===== src/rtl/rgb_palette_fader_if.sv =====
// -----------------------------------------------------------------------------
// rgb_palette_fader_if
// Purpose : groups the colour-request, palette-write and colour-output signals
//           of rgb_palette_fader into one bundle.
// Signals : enable, colour, fade       - colour request from control logic
//           wr_en, wr_addr, wr_data    - palette write port
//           rgb, settled               - registered colour towards LED driver
//           state_dbg                  - fader FSM state (0 IDLE, 1 RAMP)
// Modports: master - control side (drives requests/writes, observes outputs)
//           slave  - the fader itself
// Handshake: there is no valid/ready pair. Every cycle with enable=1 is one
//           accepted request; enable=0 holds all outputs. wr_en is a
//           single-cycle write strobe that is always accepted.
// -----------------------------------------------------------------------------
interface rgb_palette_fader_if #(
  parameter int IDX_W = 3,
  parameter int CH_W  = 8
);
  logic                enable;
  logic [IDX_W-1:0]    colour;
  logic                fade;
  logic                wr_en;
  logic [IDX_W-1:0]    wr_addr;
  logic [3*CH_W-1:0]   wr_data;
  logic [3*CH_W-1:0]   rgb;
  logic                settled;
  logic                state_dbg;

  modport master (
    output enable, colour, fade, wr_en, wr_addr, wr_data,
    input  rgb, settled, state_dbg
  );

  modport slave (
    input  enable, colour, fade, wr_en, wr_addr, wr_data,
    output rgb, settled, state_dbg
  );
endinterface


===== src/rtl/rgb_palette_fader.sv =====
// -----------------------------------------------------------------------------
// rgb_palette_fader
// Purpose : maps a colour index to a packed {R,G,B} word through a writable
//           palette of 2^IDX_W entries and either snaps to the target colour
//           or ramps towards it by STEP per channel per enabled cycle.
// Ports   : clk  - system clock, rising edge
//           rst  - synchronous active-high reset (palette defaults, rgb=0)
//           bus  - rgb_palette_fader_if.slave (see interface header)
// Option  : RGB_PALETTE_FADE_EN - when defined, fade mode and the RAMP state
//           exist. When undefined, fade is ignored, every enabled cycle is a
//           snap and settled is constant 1.
// -----------------------------------------------------------------------------
module rgb_palette_fader #(
  parameter int IDX_W = 3,
  parameter int CH_W  = 8,
  parameter int STEP  = 16
) (
  input  logic                  clk,
  input  logic                  rst,
  rgb_palette_fader_if.slave    bus
);

  localparam int DEPTH = 1 << IDX_W;
  localparam int RGB_W = 3 * CH_W;

  typedef enum logic {
    ST_IDLE = 1'b0,
    ST_RAMP = 1'b1
  } state_t;

  logic [RGB_W-1:0] r_pal [DEPTH];
  logic [RGB_W-1:0] r_rgb;
  state_t           r_state;

  logic [RGB_W-1:0] w_target;
  logic [RGB_W-1:0] w_rgb_next;
  state_t           w_state_next;

  // Entries 0..7 follow the legacy 3-bit code: bit2=R, bit1=G, bit0=B.
  function automatic logic [RGB_W-1:0] default_entry(input int idx);
    logic [2:0] b;
    b = idx[2:0];
    if (idx < 8) return {{CH_W{b[2]}}, {CH_W{b[1]}}, {CH_W{b[0]}}};
    else         return '0;
  endfunction

  // Palette: write strobe is independent of enable. Lookups are combinational
  // reads of the registered array, so a same-cycle write is seen one cycle later.
  always_ff @(posedge clk) begin
    if (rst) begin
      for (int i = 0; i < DEPTH; i++) r_pal[i] <= default_entry(i);
    end else if (bus.wr_en) begin
      r_pal[bus.wr_addr] <= bus.wr_data;
    end
  end

  assign w_target = r_pal[bus.colour];

`ifdef RGB_PALETTE_FADE_EN
  localparam logic [CH_W:0] L_STEP = (CH_W+1)'(STEP);

  // One channel step. The distance is taken in CH_W+1 bits and clamped to
  // STEP, so the channel lands exactly on the target and never wraps.
  function automatic logic [CH_W-1:0] fade_ch(input logic [CH_W-1:0] cur,
                                               input logic [CH_W-1:0] tgt);
    logic [CH_W:0] d;
    if (cur < tgt) begin
      d = {1'b0, tgt} - {1'b0, cur};
      if (d > L_STEP) d = L_STEP;
      return cur + d[CH_W-1:0];
    end else begin
      d = {1'b0, cur} - {1'b0, tgt};
      if (d > L_STEP) d = L_STEP;
      return cur - d[CH_W-1:0];
    end
  endfunction

  logic [RGB_W-1:0] w_faded;

  always_comb begin
    w_faded = '0;
    for (int c = 0; c < 3; c++) begin
      w_faded[c*CH_W +: CH_W] = fade_ch(r_rgb[c*CH_W +: CH_W],
                                        w_target[c*CH_W +: CH_W]);
    end
  end

  always_comb begin
    w_rgb_next   = r_rgb;
    w_state_next = r_state;
    if (bus.enable) begin
      if (bus.fade) begin
        w_rgb_next   = w_faded;
        w_state_next = (w_faded == w_target) ? ST_IDLE : ST_RAMP;
      end else begin
        w_rgb_next   = w_target;
        w_state_next = ST_IDLE;
      end
    end
  end

  assign bus.settled = (r_state == ST_IDLE);
`else
  always_comb begin
    w_rgb_next   = r_rgb;
    w_state_next = ST_IDLE;
    if (bus.enable) w_rgb_next = w_target;
  end

  assign bus.settled = 1'b1;
`endif

  always_ff @(posedge clk) begin
    if (rst) begin
      r_rgb   <= '0;
      r_state <= ST_IDLE;
    end else begin
      r_rgb   <= w_rgb_next;
      r_state <= w_state_next;
    end
  end

  assign bus.rgb       = r_rgb;
  assign bus.state_dbg = r_state;

endmodule


===== src/flat_wrapper.sv =====
// flat-port wrapper written by rule: the top's interface ports become plain ports
module rgb_palette_fader_flat 
#(
  parameter int IDX_W = 3,
  parameter int CH_W  = 8,
  parameter int STEP  = 16
)
  (clk, rst, bus_enable, bus_colour, bus_fade, bus_wr_en, bus_wr_addr, bus_wr_data, bus_rgb, bus_settled, bus_state_dbg);
  rgb_palette_fader_if #(.IDX_W(IDX_W), .CH_W(CH_W)) bus_i ();
  input  logic clk;
  input  logic rst;
  input wire logic [$bits(bus_i.enable)-1:0] bus_enable;
  input wire logic [$bits(bus_i.colour)-1:0] bus_colour;
  input wire logic [$bits(bus_i.fade)-1:0] bus_fade;
  input wire logic [$bits(bus_i.wr_en)-1:0] bus_wr_en;
  input wire logic [$bits(bus_i.wr_addr)-1:0] bus_wr_addr;
  input wire logic [$bits(bus_i.wr_data)-1:0] bus_wr_data;
  output wire logic [$bits(bus_i.rgb)-1:0] bus_rgb;
  output wire logic [$bits(bus_i.settled)-1:0] bus_settled;
  output wire logic [$bits(bus_i.state_dbg)-1:0] bus_state_dbg;
  assign bus_i.enable = bus_enable;
  assign bus_i.colour = bus_colour;
  assign bus_i.fade = bus_fade;
  assign bus_i.wr_en = bus_wr_en;
  assign bus_i.wr_addr = bus_wr_addr;
  assign bus_i.wr_data = bus_wr_data;
  assign bus_rgb = bus_i.rgb;
  assign bus_settled = bus_i.settled;
  assign bus_state_dbg = bus_i.state_dbg;
  rgb_palette_fader #(.IDX_W(IDX_W), .CH_W(CH_W), .STEP(STEP)) u_core (.clk(clk), .rst(rst), .bus(bus_i));
endmodule

===== config.mk =====
export PLATFORM = sky130hd
export DESIGN_NAME = rgb_palette_fader_flat
export DESIGN_NICKNAME = d
export VERILOG_FILES = /design/src/rtl/rgb_palette_fader_if.sv /design/src/rtl/rgb_palette_fader.sv /design/src/flat_wrapper.sv
export SDC_FILE = /design/constraint.sdc
export NUM_CORES = 1
export LEC_CHECK = 0
export BUFFER_PORTS_ARGS = -buffer_cell sky130_fd_sc_hd__buf_4
export CORE_MARGIN = 4
export CORE_UTILIZATION = 38
export CTS_CLUSTER_SIZE = 24
export DETAILED_ROUTE_END_ITERATION = 7
export GPL_TIMING_DRIVEN = 0
export SYNTH_ARGS = -nofsm -noshare
export SYNTH_HDL_FRONTEND = slang
export SYNTH_SLANG_ARGS = --single-unit

===== constraint.sdc =====
create_clock -name clk -period 2.2 [get_ports clk]
set_input_delay 0.33 -clock clk [delete_from_list [all_inputs] [get_ports clk]]
set_output_delay 0.33 -clock clk [all_outputs]
set_load 0.05 [all_outputs]

==> results.yml, run 1 <==
timing:
  timing.final.setup_violations: 0
  period_needed_ns: 2.10
  hold_violations: 0
  slew-limit-headroom_pct: 35.7
  final.setup_skew_ns: 0.0113
  achievable-frequency_mhz: 476
  postLayoutSetupSlackWorst_ns: 0.0974
  drv_slew: 0
  grt_setup_unrepaired: "false"
  finalHoldWorstSlack_ns: 0.135
  layout_worst_path_cycle_share_pct: 95.6
  actual_transition_at_the_worst_max_transition_pin_ns: 0.965
placement:
  hpwlAfterDp_um: 16700
  gp_congestion: 0.815
  worst_slack_at_placement_ns: -0.979
  numPortBuffers: 55
synth:
  post_synth_most_frequent_cells: "edfxtp_1, and2_1, or3_1, mux2_2, mux2i_1"
  synth_most_common_cell: "edfxtp_1"
  synthesis.yosys.warnings: 0
  synthesis.instances: 681
  yosysTopAreaCellShare_pct: 59.1
  synth-xor-area-share_pct: 0
  synthArstFlopShare_pct: 0
  mux_share_of_post_synthesis_cell_area_pct: 10.5
  main_combinational_cell_family_by_area_after_synthesis: "simple AND/OR/NAND/NOR gates"
  synth_ff_type: "edfxtp_1"
  syn-cell-area_um2: 9750
  yosysUniqueCellTypes: 30
  synth-compound-area-share_pct: 6.90
  syn_area_per_cell_um2: 14.3
  syn-num-nets: 716
  synthDominantAreaCellType: "edfxtp_1"
  yosys-top-cells-area: "edfxtp_1, and2_1, or3_1"
  synth.ff_latch_count: 216
  synth-adder-area-share_pct: 0
  yosys.area_share.simple_pct: 14.8
  synth_edf_count: 192
  post_synthesis_sequential_area_ratio_pct: 64.0
critical_path:
  critical_path_required_ns: 2.34
  worst_setup_path_end_kind: "flop"
  critPathArrivalTime_ns: 2.24
  worst-path-max-fanout: 24
  worstSetupPathType: "in -> reg"
  cp-start-kind: "primary input"
finish:
  insertedDiodeCount: 0
  layout-drive-gt1-share_pct: 24.5
  syn_to_final_growth_pct: 16.9
  design.final.nets: 797
floorplan:
  die_w_um: 168
  io_pins: 61
  die_y_um: 168
  initial_standard_cell_utilization_of_the_core_pct: 38.7
  fp-row-count: 58
  core_area_um2: 25200
  design.die.area_um2: 28300
global_route:
  grt_pass1_vias: 6286
  initial_antenna_violation_count: 1
  grt_overflow: 0
  grt_start_max_net_pins: 25
  grtUsageTotal_pct: 18.7
  grt_pass1_wl_um: 39700
power:
  max-vdd-ir-drop_mv: 0.340
  p_leak_uw: 0.00398
  power.density_nw_per_um2: 870
drt:
  detail_route.drc_violations: 0
  post_drt_wl_per_cell_um: 24.4
  ant_nets: 0
  via_per_inst: 5.44
  drt_iter0_drc: 588
  totalWireLength_um: 27000
  num_vias: 6033
  firstDrtPassIters: 5
cts:
  h_tree_depth: 1
  clk_latency_ns: 0.51
  clock_sink_count: 216
  clock-root-buffer: "clkbuf_16"
  cts.repair_timing.setup_buffer_count: 0
  cts_inserted_buffers: 24
  cts.reportedPaths.clkPinSlew_ns: 0.06
  tritoncts: "done"
  cts_max_path_buffers: 3
run:
  max_cap_viol_count: 0
hold_path:
  worst_hold_path_type: "in -> reg"
outcome:
  outcome: "completed"
==> placed cells by master (no fill, tap or decap), types with 24 or more instances in the layout <==
master / Yosys / layout
dfxtp_1: 24 / 24
edfxtp_1: 192 / 192
buf_4: 2 / 57
mux2_2: 48 / 48
and2_1: 96 / 96
mux2i_1: 48 / 48
nor2_1: 28 / 26
clkbuf_1: 35 / 40
or3_1: 88 / 88
clkbuf_16: 0 / 25
==> layer usage <==
metal  track usage [%]  share of wire (%)  vias to the layer above
met3              2.93                5.6                       48
met4              5.86                2.9                        0
li1                  -                  -                     2735
met1              24.9                 43                     3033
met5                 0                  0                        -
met2              31.7                 49                      217
==> cell families after synthesis <==
family                 count (synthesis)
and+or+nand+nor                      239
DFF                                  216
muxes                                 96
AOI/OAI and AO/OA                     73
buffers and inverters                 55
other                                  2
==> critical path: stages <==
cell      delay, ns
buf_4          0.14
nand3b_1       0.30
nor3_2         0.50
clkbuf_2       0.42
or2_4          0.54
==> worst paths after layout <==
path                                           from                                end  slack, ns  cells past startpoint
setup / recovery                                rst   u_core.r_pal[1][6]$_SDFFCE_PN1P_        0.1                      5
hold / removal                      bus_wr_data[14]  u_core.r_pal[7][14]$_SDFFCE_PN1P_       0.13                      2
setup reg to reg  u_core.r_pal[7][11]$_SDFFCE_PN1P_    u_core.bus.rgb[11]$_SDFFE_PP0P_       0.95                      4
hold reg to reg      u_core.bus.rgb[3]$_SDFFE_PP0P_     u_core.bus.rgb[3]$_SDFFE_PP0P_       0.50                      2
==> where the power goes <==
part | switching (uW) | total (uW) | internal, uW
Combinational | 664 | 1030 | 368
Sequential | 81.1 | 4810 | 4730
Clock | 1590 | 4080 | 2490
==> registers in the layout, indices dropped and copies added, names as in the netlist <==
register        count
u_core.r_pal      192
u_core.bus.rgb     24
==> layout make-up <==
type / count / area [um^2]
tap: 330 / 413
fill: 2235 / 13800
timing repair buffer: 55 / 413
multi-input combinational: 410 / 3170
sequential: 216 / 6250
buffer: 55 / 359
clock buffer: 33 / 676
clock inverter: 10 / 121
==> per-stage QoR <==
step           utilization, %  power (uW)  instance area, um^2  cells  setup TNS [ns]
2_1_floorplan               -        5520                 9760    681               0
3_3_place_gp             42.0        5890                10600   1066          -97.11
3_5_place_dp             42.1        5930                10600   1066          -91.49
4_1_cts                  45.3        9960                11400   1109               0
5_1_grt                  45.3       10200                11400   1109               0
6_report                 45.3        9920                11400   1109               0
==> repair_timing <==
action | in CTS | in global routing
setup endpoints to repair | 72 | 48
hold buffers | 0 | 0
gates resized for setup | 4 | 2
Note: power is estimated with default switching activity, not from simulation.
==> run 2: changes to the inputs <==
- CELL_PAD_IN_SITES_DETAIL_PLACEMENT: unset -> 0
- CELL_PAD_IN_SITES_GLOBAL_PLACEMENT: unset -> 1
- CORE_MARGIN: 4 -> 3
- PLACE_DENSITY_LB_ADDON: unset -> 0.1
==> results.yml, run 2 (synthesized netlist as in run 1, its figures left out) <==
outcome:
  outcome: "completed"
finish:
  insertedDiodeCount: 0
  num-fill-cells: 2317
  ff_latch_area_um2: 6250
  largest_register: "u_core.r_pal"
  layout.cells.most_common: "edfxtp_1"
  syn_to_final_growth_pct: 16.1
  layout_common_cells: "edfxtp_1, and2_1, or3_1"
  multi_input_area_um2: 3190
  layout-drive-gt1-share_pct: 24.4
  largest_reg_flops: 192
  fin_cells: 1110
  design.final.nets: 797
power:
  max-vdd-ir-drop_mv: 0.494
  pwr-share-clk_pct: 38.4
  share_seq_of_total_power_pct: 50.6
  power.density_nw_per_um2: 839
  sw_share_pct: 24.5
  p_leak_uw: 0.00395
  internal-power_uw: 7180
  power_frac_comb_pct: 11.0
  p_total_uw: 9500
  power.switching_uw: 2320
cts:
  clock_sink_count: 216
  tritoncts: "done"
  cts_inserted_buffers: 24
  cts.reportedPaths.clkPinSlew_ns: 0.06
  cts_max_path_buffers: 3
  h_tree_depth: 1
  clock-root-buffer: "clkbuf_16"
  clk_latency_ns: 0.51
timing:
  layout_worst_path_cycle_share_pct: 94.7
  setup-tns-final_ns: 0
  slew-limit-headroom_pct: 35.6
  final.setup_skew_ns: 0.00669
  period_needed_ns: 2.08
  achievable-frequency_mhz: 480
  timing.final.setup_violations: 0
  drv_slew: 0
  actual_transition_at_the_worst_max_transition_pin_ns: 0.966
  grt_setup_unrepaired: "false"
  hold_violations: 0
global_route:
  grtUsageTotal_pct: 20.2
  initial_antenna_violation_count: 0
  grt_pass1_wl_um: 41500
  grt_start_max_net_pins: 25
  grt_pass1_vias: 6425
  grt_overflow: 0
placement:
  numPortBuffers: 55
  hpwlAfterDp_um: 17500
  gp_congestion: 0.792
  dp_cells: 1066
critical_path:
  crit_slowest_cell: "or2_4"
  critical_path.n_buffers_inverters: 2
  origin_of_the_worst_setup_path: "rst"
  critical-path-top-delay-family: "simple AND/OR/NAND/NOR gates"
  worst-path-max-fanout: 24
  reg2reg_to: "u_core.bus.rgb[23]$_SDFFE_PP0P_"
  worst_setup_path_end_kind: "flop"
  critPathArrivalTime_ns: 2.23
  reg2reg_from: "u_core.r_pal[7][23]$_SDFFCE_PN1P_"
  timing.critical_path.cells: "buf_4, nand3b_1, clkbuf_1, nor2_2, or2_4"
  critical_path_depth: 5
  r2r_slack_ns: 0.94
  cp-start-kind: "primary input"
  cp-endpoint: "u_core.r_pal[5][0]$_SDFFCE_PN1P_"
  critPathMaxStageDelay_ns: 0.55
  worstSetupPathType: "in -> reg"
  critical_path_required_ns: 2.34
  rr_worst_depth: 4
floorplan:
  core_area_um2: 25200
  io_pins: 61
  fp-row-count: 58
  design.die.area_um2: 27600
  die_w_um: 166
  die_y_um: 166
  initial_standard_cell_utilization_of_the_core_pct: 38.7
drt:
  drt_iter0_drc: 484
  via_per_inst: 5.48
  post_drt_wl_per_cell_um: 25.4
  totalWireLength_um: 28200
  ant_nets: 0
  num_vias: 6087
  detail_route.drc_violations: 0
  firstDrtPassIters: 5
hold_path:
  worst_hold_path_type: "in -> reg"
run:
  max_cap_viol_count: 0
==> run 2: cell count changes in the layout (fill, tap and decap cells not counted), moves of 2 or more <==
cell	previous run	this run
bufinv_16	3	0
or2_2	4	2
clkbuf_1	40	42
or2_4	3	5
clkinv_2	4	8
clkbuf_8	2	0
==> run 2: repair_timing <==
action | in CTS | in global routing
buffers inserted | 0 | 0
hold buffers | 0 | 0
endpoints found under the setup margin | 72 | 62
pin swaps | 0 | 0
resized for setup | 7 | 3
==> run 2: layer usage <==
metal | track usage, % | part of all wire (%) | vias to the layer above
li1 | - | - | 2741
met1 | 28.1 | 45 | 3092
met4 | 7.09 | 3.0 | 0
met2 | 32.9 | 47 | 203
met3 | 2.31 | 4.7 | 51
met5 | 0 | 0 | -
==> run 2: power groups by stage <==
stage                     clock [uW]  sequential, uW  combinational, uW
after floorplan                    0            5000                522
after CTS                       3720            4810               1060
after global routing            3910            4830               1110
final                           3650            4800               1050
after detailed placement           0            4890               1050
after global placement             0            4880               1040
==> run 2: worst min path at each step <==
stage / slack [ns] / startpoint / depth (start not counted) / endpoint
6_report: 0.14 / bus_wr_data[9] / 2 / u_core.r_pal[3][9]$_SDFFCE_PN1P_
2_1_floorplan: 0.51 / bus_wr_data[0] / 1 / u_core.r_pal[1][0]$_SDFFCE_PN1P_
3_5_place_dp: 0.49 / u_core.bus.rgb[12]$_SDFFE_PP0P_ / 2 / u_core.bus.rgb[12]$_SDFFE_PP0P_
5_1_grt: 0.14 / bus_wr_data[8] / 2 / u_core.r_pal[3][8]$_SDFFCE_PN1P_
4_1_cts: 0.11 / bus_wr_data[2] / 2 / u_core.r_pal[3][2]$_SDFFCE_PN1P_
3_3_place_gp: 0.48 / u_core.bus.rgb[12]$_SDFFE_PP0P_ / 2 / u_core.bus.rgb[12]$_SDFFE_PP0P_
==> run 2: per-stage QoR <==
stage | hold WS, ns | area, um^2 | util, % | setup WS [ns]
2_1_floorplan | 0.508 | 9760 | - | 0.289
3_3_place_gp | 0.477 | 10600 | 42.0 | -1.08
3_5_place_dp | 0.485 | 10600 | 42.1 | -1.02
4_1_cts | 0.113 | 11300 | 44.9 | 0.0225
5_1_grt | 0.137 | 11300 | 45.0 | 0.0126
6_report | 0.143 | 11300 | 45.0 | 0.116
==> run 2: area by class of cell <==
cell class / instances / area share [%]
plain buffers: 55 / 3.17
multi-input cells: 410 / 28.2
clock buffers: 33 / 5.79
repair buffers: 55 / 3.65
flip-flops and latches: 216 / 55.1
clock inverters: 11 / 0.453
well taps: 330 / 3.65
==> run 2: worst register-to-register path, stage by stage (launching register included) <==
cell and delay [ns]:
edfxtp_1 0.37, mux2_2 0.27, o22ai_1 0.16, a221o_1 0.21, a211oi_2 0.08
==> run 3: changes to the inputs <==
- clock period: 2.2 -> 2.7 ns (I/O delays scaled with it)
==> results.yml, run 3 (synthesized netlist as in run 1, its figures left out) <==
outcome:
  outcome: "completed"
global_route:
  grt_pass1_vias: 6499
  grtUsageTotal_pct: 20.1
  grt_pass1_wl_um: 41500
  grt_start_max_net_pins: 25
  initial_antenna_violation_count: 0
  grt_overflow: 0
power:
  max-vdd-ir-drop_mv: 0.432
  p_total_uw: 7930
  p_leak_uw: 0.00397
  power.density_nw_per_um2: 697
cts:
  clock-root-buffer: "clkbuf_16"
  clock_sink_count: 216
  h_tree_depth: 1
  cts_max_path_buffers: 3
  cts_inserted_buffers: 25
  postCtsResizedCells: 1
  tritoncts: "done"
  cts.reportedPaths.clkPinSlew_ns: 0.06
  cts_hold_repair.buffers: 0
  clk_latency_ns: 0.53
  cts.repair_timing.setup_buffer_count: 0
hold_path:
  whs_path_depth: 2
  worstHoldStart: "bus_wr_data[14]"
  hold_end: "u_core.r_pal[7][14]$_SDFFCE_PN1P_"
  worst_hold_path_type: "in -> reg"
finish:
  layout-drive-gt1-share_pct: 24.0
  insertedDiodeCount: 0
  syn_to_final_growth_pct: 16.6
  largest_register: "u_core.r_pal"
  fin_cells: 1113
  design.final.nets: 799
  layout_common_cells: "edfxtp_1, and2_1, or3_1"
  largest_reg_flops: 192
  layout.cells.most_common: "edfxtp_1"
  num-fill-cells: 2301
placement:
  worst_slack_at_placement_ns: -0.626
  numPortBuffers: 55
  hpwlAfterDp_um: 17600
  dp_cells: 1067
  gp_congestion: 0.793
drt:
  firstDrtPassIters: 4
  num_vias: 5989
  ant_nets: 0
  totalWireLength_um: 28200
  post_drt_wl_per_cell_um: 25.3
  drt_iter0_drc: 362
  via_per_inst: 5.38
  detail_route.drc_violations: 0
critical_path:
  cp-start-kind: "primary input"
  worstSetupPathType: "in -> reg"
  worst-path-max-fanout: 24
  reg2reg_to: "u_core.bus.rgb[17]$_SDFFE_PP0P_"
  r2r_slack_ns: 1.45
  rr_worst_depth: 4
  reg2reg_from: "u_core.r_pal[6][17]$_SDFFCE_PN1P_"
  critical_path_required_ns: 2.84
  worst_setup_path_end_kind: "flop"
  critPathArrivalTime_ns: 2.67
timing:
  actual_transition_at_the_worst_max_transition_pin_ns: 1.05
  slew-limit-headroom_pct: 30.3
  timing.final.setup_violations: 0
  drv_slew: 0
  finalHoldWorstSlack_ns: 0.200
  postLayoutSetupSlackWorst_ns: 0.165
  hold_violations: 0
  period_needed_ns: 2.54
  layout_worst_path_cycle_share_pct: 93.9
  grt_setup_unrepaired: "false"
  achievable-frequency_mhz: 394
  final.setup_skew_ns: 0.00929
floorplan:
  fp-row-count: 58
  design.die.area_um2: 27600
  initial_standard_cell_utilization_of_the_core_pct: 38.7
  io_pins: 61
  die_w_um: 166
  die_y_um: 166
  core_area_um2: 25200
run:
  max_cap_viol_count: 0
==> run 3: critical path, cell delays in order <==
cell and delay [ns]:
buf_4 0.14, nand3b_1 0.30, clkbuf_1 0.33, nor2_1 0.70, or2_2 0.80
==> run 3: per-stage QoR <==
step	area [um^2]	setup TNS, ns	utilization (%)
2_1_floorplan	9750	0	-
5_1_grt	11400	0	45.2
3_3_place_gp	10600	-73.85	42.0
4_1_cts	11400	0	45.2
6_report	11400	0	45.2
3_5_place_dp	10600	-39.56	42.2
==> run 3: metal layers <==
metal  GRT usage (%)  vias to the layer above  part of all wire, %
li1                -                     2748                    -
met1            26.9                     3033                   44
met2            34.5                      165                   49
met3            2.93                       43                  5.2
met4            5.17                        0                  2.1
met5               0                        -                    0
==> run 3: power breakdown <==
group / internal [uW] / switching (uW) / total (uW)
Clock: 1830 / 1330 / 3160
Sequential: 3850 / 61.9 / 3920
Combinational: 303 / 552 / 855
==> run 3: worst max path at each step <==
stage,start,to,slack [ns]
floorplan,rst,u_core.r_pal[7][0]$_SDFFCE_PN1P_,0.27
global placement,rst,u_core.r_pal[7][19]$_SDFFCE_PN1P_,-1.42
detailed placement,rst,u_core.r_pal[1][19]$_SDFFCE_PN0P_,-0.63
CTS,rst,u_core.r_pal[5][3]$_SDFFCE_PN1P_,0.14
global route,rst,u_core.r_pal[3][8]$_SDFFCE_PN1P_,0.04
finish,rst,u_core.r_pal[5][22]$_SDFFCE_PN1P_,0.16
==> run 3: cell type report <==
class | count | area (um^2) | share of cell area, %
multi-input combinational | 410 | 3160 | 27.8
tap | 330 | 413 | 3.63
clock buffer | 35 | 673 | 5.92
sequential | 216 | 6250 | 54.9
clock inverter | 11 | 81.3 | 0.715
buffer | 55 | 358 | 3.15
timing repair buffer | 56 | 440 | 3.87
